### config.mk
export PLATFORM = sky130hd
export DESIGN_NAME = writeback_regfile_flat
export DESIGN_NICKNAME = d
export VERILOG_FILES = /design/src/rtl/writeback_regfile_if.sv /design/src/rtl/writeback_regfile.sv /design/src/flat_wrapper.sv
export SDC_FILE = /design/constraint.sdc
export NUM_CORES = 2
export LEC_CHECK = 0
export ABC_AREA = 1
export BUFFER_PORTS_ARGS = -buffer_cell sky130_fd_sc_hd__buf_2
export CAP_MARGIN = 20
export CORE_MARGIN = 2
export CORE_UTILIZATION = 34
export CTS_CLUSTER_DIAMETER = 30
export DETAILED_ROUTE_END_ITERATION = 16
export PLACE_DENSITY_LB_ADDON = 0.15
export SYNTH_ARGS = -nofsm -noshare
export SYNTH_HDL_FRONTEND = slang
export SYNTH_SLANG_ARGS = --single-unit
export TNS_END_PERCENT = 20
### constraint.sdc
create_clock -name clk -period 2.75 [get_ports clk]
set_clock_uncertainty 0.2 [all_clocks]
set_input_delay 0.55 -clock clk [delete_from_list [all_inputs] [get_ports clk]]
set_output_delay 0.55 -clock clk [all_outputs]
set_load 0.01 [all_outputs]
### src/rtl/writeback_regfile_if.sv
// MEM/WB-to-writeback bus plus the decode-side read ports
// of the architectural register file.
interface writeback_regfile_if #(
    parameter int XLEN = 32
);
    logic            RegWriteW;
    logic [1:0]      ResultSrcW;
    logic [4:0]      RdW;
    logic [XLEN-1:0] ALUResultW;
    logic [XLEN-1:0] ReadDataW;
    logic [XLEN-1:0] PCPlus4W;
    logic [XLEN-1:0] ExtImmW;
    logic [4:0]      Rs1D;
    logic [4:0]      Rs2D;
    logic [XLEN-1:0] RD1D;
    logic [XLEN-1:0] RD2D;
    logic [XLEN-1:0] ResultW;

    modport master (
        output RegWriteW, ResultSrcW, RdW,
        output ALUResultW, ReadDataW, PCPlus4W, ExtImmW,
        output Rs1D, Rs2D,
        input  RD1D, RD2D, ResultW
    );

    modport slave (
        input  RegWriteW, ResultSrcW, RdW,
        input  ALUResultW, ReadDataW, PCPlus4W, ExtImmW,
        input  Rs1D, Rs2D,
        output RD1D, RD2D, ResultW
    );
endinterface

### src/rtl/writeback_regfile.sv
// Writeback result select and 32x32 integer register file with
// combinational read ports and write-through bypass.
module writeback_regfile #(
    parameter int XLEN  = 32,
    parameter int NREGS = 32
) (
    input logic                clk,
    input logic                rst,
    writeback_regfile_if.slave wbBus
);
    logic [XLEN-1:0] regs [NREGS];
    logic [XLEN-1:0] result;
    logic            we;
    logic            hit1;
    logic            hit2;
    logic            zero1;
    logic            zero2;

    always_comb begin
        result = wbBus.ALUResultW;
        case (wbBus.ResultSrcW)
            2'b00:   result = wbBus.ALUResultW;
            2'b01:   result = wbBus.ReadDataW;
            2'b10:   result = wbBus.PCPlus4W;
            default: result = wbBus.ExtImmW;
        endcase
    end

    assign we = wbBus.RegWriteW & ~rst & (wbBus.RdW != 5'd0);

    // Address compares depend only on indices, not on the result mux,
    // so they settle in parallel with ResultSrcW selection.
    assign hit1  = we && (wbBus.Rs1D == wbBus.RdW);
    assign hit2  = we && (wbBus.Rs2D == wbBus.RdW);
    assign zero1 = (wbBus.Rs1D == 5'd0);
    assign zero2 = (wbBus.Rs2D == 5'd0);

    always_ff @(posedge clk) begin
        if (rst) begin
            for (int i = 0; i < NREGS; i++) begin
                regs[i] <= '0;
            end
        end else if (we) begin
            regs[wbBus.RdW] <= result;
        end
    end

    always_comb begin
        wbBus.RD1D = regs[wbBus.Rs1D];
        if (zero1) begin
            wbBus.RD1D = '0;
        end else if (hit1) begin
            wbBus.RD1D = result;
        end
    end

    always_comb begin
        wbBus.RD2D = regs[wbBus.Rs2D];
        if (zero2) begin
            wbBus.RD2D = '0;
        end else if (hit2) begin
            wbBus.RD2D = result;
        end
    end

    assign wbBus.ResultW = result;
endmodule

### src/flat_wrapper.sv
// flat-port wrapper written by rule: the top's interface ports become plain ports
module writeback_regfile_flat 
#(
    parameter int XLEN  = 32,
    parameter int NREGS = 32
)
  (clk, rst, wbBus_RegWriteW, wbBus_ResultSrcW, wbBus_RdW, wbBus_ALUResultW, wbBus_ReadDataW, wbBus_PCPlus4W, wbBus_ExtImmW, wbBus_Rs1D, wbBus_Rs2D, wbBus_RD1D, wbBus_RD2D, wbBus_ResultW);
  writeback_regfile_if #(.XLEN(XLEN)) wbBus_i ();
  input logic clk;
  input logic rst;
  input wire logic [$bits(wbBus_i.RegWriteW)-1:0] wbBus_RegWriteW;
  input wire logic [$bits(wbBus_i.ResultSrcW)-1:0] wbBus_ResultSrcW;
  input wire logic [$bits(wbBus_i.RdW)-1:0] wbBus_RdW;
  input wire logic [$bits(wbBus_i.ALUResultW)-1:0] wbBus_ALUResultW;
  input wire logic [$bits(wbBus_i.ReadDataW)-1:0] wbBus_ReadDataW;
  input wire logic [$bits(wbBus_i.PCPlus4W)-1:0] wbBus_PCPlus4W;
  input wire logic [$bits(wbBus_i.ExtImmW)-1:0] wbBus_ExtImmW;
  input wire logic [$bits(wbBus_i.Rs1D)-1:0] wbBus_Rs1D;
  input wire logic [$bits(wbBus_i.Rs2D)-1:0] wbBus_Rs2D;
  output wire logic [$bits(wbBus_i.RD1D)-1:0] wbBus_RD1D;
  output wire logic [$bits(wbBus_i.RD2D)-1:0] wbBus_RD2D;
  output wire logic [$bits(wbBus_i.ResultW)-1:0] wbBus_ResultW;
  assign wbBus_i.RegWriteW = wbBus_RegWriteW;
  assign wbBus_i.ResultSrcW = wbBus_ResultSrcW;
  assign wbBus_i.RdW = wbBus_RdW;
  assign wbBus_i.ALUResultW = wbBus_ALUResultW;
  assign wbBus_i.ReadDataW = wbBus_ReadDataW;
  assign wbBus_i.PCPlus4W = wbBus_PCPlus4W;
  assign wbBus_i.ExtImmW = wbBus_ExtImmW;
  assign wbBus_i.Rs1D = wbBus_Rs1D;
  assign wbBus_i.Rs2D = wbBus_Rs2D;
  assign wbBus_RD1D = wbBus_i.RD1D;
  assign wbBus_RD2D = wbBus_i.RD2D;
  assign wbBus_ResultW = wbBus_i.ResultW;
  writeback_regfile #(.XLEN(XLEN), .NREGS(NREGS)) u_core (.clk(clk), .rst(rst), .wbBus(wbBus_i));
endmodule
==> summary.md <==
| Metric | Value |
|---|---|
| Outcome | finished with violations |
| Failing checks | setup timing |
| Tot Pwr | 60920 uW |
| Worst slack, placed | -781.6 ps |
| Clock slew at reported path FFs | 40 ps |
| RSZ-0062 raised after global routing | yes |
| Fin crit share | 113.5% |
| Die H | 426.5 um |
| Critical path startpoint | u_core.regs[28][13] |
| Die W | 426.5 um |
| Final number of max-transition violations | 0 |
| Aggregate global routing overflow | 0 |
| Yosys cell types | 28 |
| Setup violators final | 64 |
| Layout cells sized above 1 | 21.43% |
| CTS tree | yes |
| Largest regs | u_core.regs: 1024 flops |
| Max Cap Viol | 0 |
| Final setup margin | -371.3 ps |
| First DRT Iteration DRCs | 7707 |
| Crit path time final | around 3100 ps |
| Die ar. | 181900 um^2 |
| Fin nets | a little under 9000 |
| Max IR drop VDD | 0.6989 mV |
| Post-Route WL | 294.3 mm |
| #FFs+latches synth | 1024 |
| CP max stage delay | about 380 ps |
| Vias in the first global route | 59090 |
| CTS buffer count | 302 |
| Setup TNS | -14270 ps |
| Biggest register | u_core.regs |
| Top cell type's share of synthesized area | approximately 51% |
| Yosys top cell by area | edfxtp_1 |
| Via density | approximately 5.5 |
| Cell breakdown of the critical path | or2_4 -> nand3_2 -> nand3_2 -> nand2_2 -> nand2_1 -> nand2_1 -> nand2_2 -> nor2_2 -> buf_6 -> nor2_2 -> buf_2 |
| Cells after synthesis | 8049 |
| First-pass GRT wire length | between 400 and 500 mm |
| Final HPWL DP | 190.3 mm |
| Slowest-stage cell, CP | edfxtp_1 |
| Sequential element share of the synthesized area | 50.66% |
| Yosys warns | 0 |
| Largest register FFs | 1024 |
| GRT Util Overall | 31.76% |
| Fmax | about 0.32 GHz |
| Num ports | 244 |
| Filler Cell Count | 16990 |
| Final Wtd Congestion | 0.9342 |
| Ranking of synthesized cells by area | edfxtp_1 51%, nand3_1 14%, nand2_1 13% |
| Slew HR | 34.24% |
| Num rows | 155 |
| Core area | 177800 um^2 |
| CTS Buffer Depth | 4 |
| Cts hold-fix bufs | 0 |
| Cell Area, Synth | approximately 61000 um^2 |
| Final Non-Filler Cells | 11300 |
| Worst Setup Start Kind | flip-flop |
| Crit path DAT | 2370 ps |
| Worst Setup EP | wbBus_RD2D[13] |
| Endpoints failing hold | 0 |
| DR WL/cell | 26.04 um |
| Initial DRT Pass Iterations | 7 |
| Largest net degree at the start of global routing | 57 |
| Worst Path Required | approximately 2000 ps |
| Critical path capture point type | output port |
| PortBufs | 243 |
| Most frequent cells in the layout | 1983 x nand2_1, 1510 x nand3_1, 1137 x nor2_1, 1024 x edfxtp_1, 940 x inv_1 |
| Most common cell after layout, fill and taps aside | nand2_1 |
| CTS Sinks | between 1000 and 1500 |
| Initial antenna violation count | 13 |
| Root Driver | clkbuf_16 |
| # H-tree levels | 5 |
| Leak Pwr | 0.03754 uW |
| Vias | slightly above 60000 |
| Initial Utilization | 34.13% |
| Routed Antenna Nets | 0 |
| Largest driver fanout on the critical path | 2 |
| Hold Crit Class | in2reg |
| WS Path Type | reg2out |
| Layout area overhead | 37.59% |
| Power density cells | 729.6 nW/um^2 |
| Placed insts | 10760 |
| Syn avg cell area | 7.541 um^2 |
| DRC Markers | 0 |
| Slew @ Worst Pin | 986.4 ps |
==> worst max-delay path, delay by kind of cell (launching register included) <==
family / cells / cell delay (ps)
buffers and inverters: 2 / 280
flip-flops: 1 / 380
AND/OR/NAND/NOR: 9 / 810
==> synthesized netlist by cell type, drive strengths merged <==
master,instances
xor2,2
o21ai,111
nor3,12
buf,413
nand2,2128
clkbuf,252
a21oi,79
nand4,4
conb,1
xnor2,4
or2,22
nor2,1150
a21o,1
inv,997
o211ai,155
nand3,1694
edfxtp,1024
==> logic make-up after synthesis <==
logic type / after synthesis / synth area share [%]
AND/OR/NAND/NOR: 5010 / 34.76
XOR/XNOR: 6 / 0.08658
buffers and inverters: 1662 / 10.99
other: 1 / 0.006178
flip-flops: 1024 / 50.66
AO/OA/AOI/OAI: 346 / 3.496
==> metrics by stage <==
| stage | area (um^2) | hold WS, ps | utilization [%] |
|---|---|---|---|
| final | 83510 | 91.19 | 46.96 |
| after global routing | 83510 | 104.5 | 46.96 |
| after CTS | 82470 | 43.19 | 46.37 |
| after detailed placement | 71550 | 1016 | 40.24 |
| after global placement | 71550 | 1010 | 40.24 |
| after floorplan | 60830 | 664.8 | - |
==> power by group <==
group          total, uW  switching, uW  internal [uW]
logic               8690           5730           2960
clock network      33900          10200          23700
registers          18400            273          18100
==> layout make-up <==
| cell class | count | area, um^2 | share of cell area, % |
|---|---|---|---|
| inverters | 997 | 3790 | 4.538 |
| well taps | 2355 | 2947 | 3.528 |
| repair buffers | 1007 | 10860 | 13.00 |
| clock buffers | 352 | 7915 | 9.478 |
| diodes | 2 | 5.005 | 0.005993 |
| flip-flops and latches | 1024 | 30750 | 36.82 |
| multi-input cells | 5394 | 25360 | 30.37 |
| clock inverters | 173 | 1888 | 2.261 |
==> how the worst min path moves through the flow <==
stage                       from                  to  slack, ps  cells after the start
2_1_floorplan   wbBus_ExtImmW[0]   u_core.regs[5][0]        660                      2
6_report       wbBus_ExtImmW[29]  u_core.regs[6][29]         90                      4
4_1_cts        wbBus_ExtImmW[29]  u_core.regs[9][29]         40                      4
3_3_place_gp   wbBus_ExtImmW[29]  u_core.regs[9][29]       1010                      4
5_1_grt        wbBus_ExtImmW[29]  u_core.regs[9][29]        100                      4
3_5_place_dp   wbBus_ExtImmW[29]  u_core.regs[5][29]       1020                      4
==> timing repair <==
| item | 4_1_cts | 5_1_grt |
|---|---|---|
| gates resized for setup | 277 | 206 |
| cloned | 0 | 5 |
| endpoints found under the setup margin | 70 | 70 |
| buffers inserted | 1 | 18 |
| pin swaps | 88 | 93 |
==> routing by layer <==
layer	share of wire (%)	routed length [um]	track usage, %
met1	39	114100	40.67
met2	44	129200	48.56
met3	11	32800	7.910
met4	6.2	18210	18.59
met5	0.0044	13	0
Power figures use the tool's default switching activity.
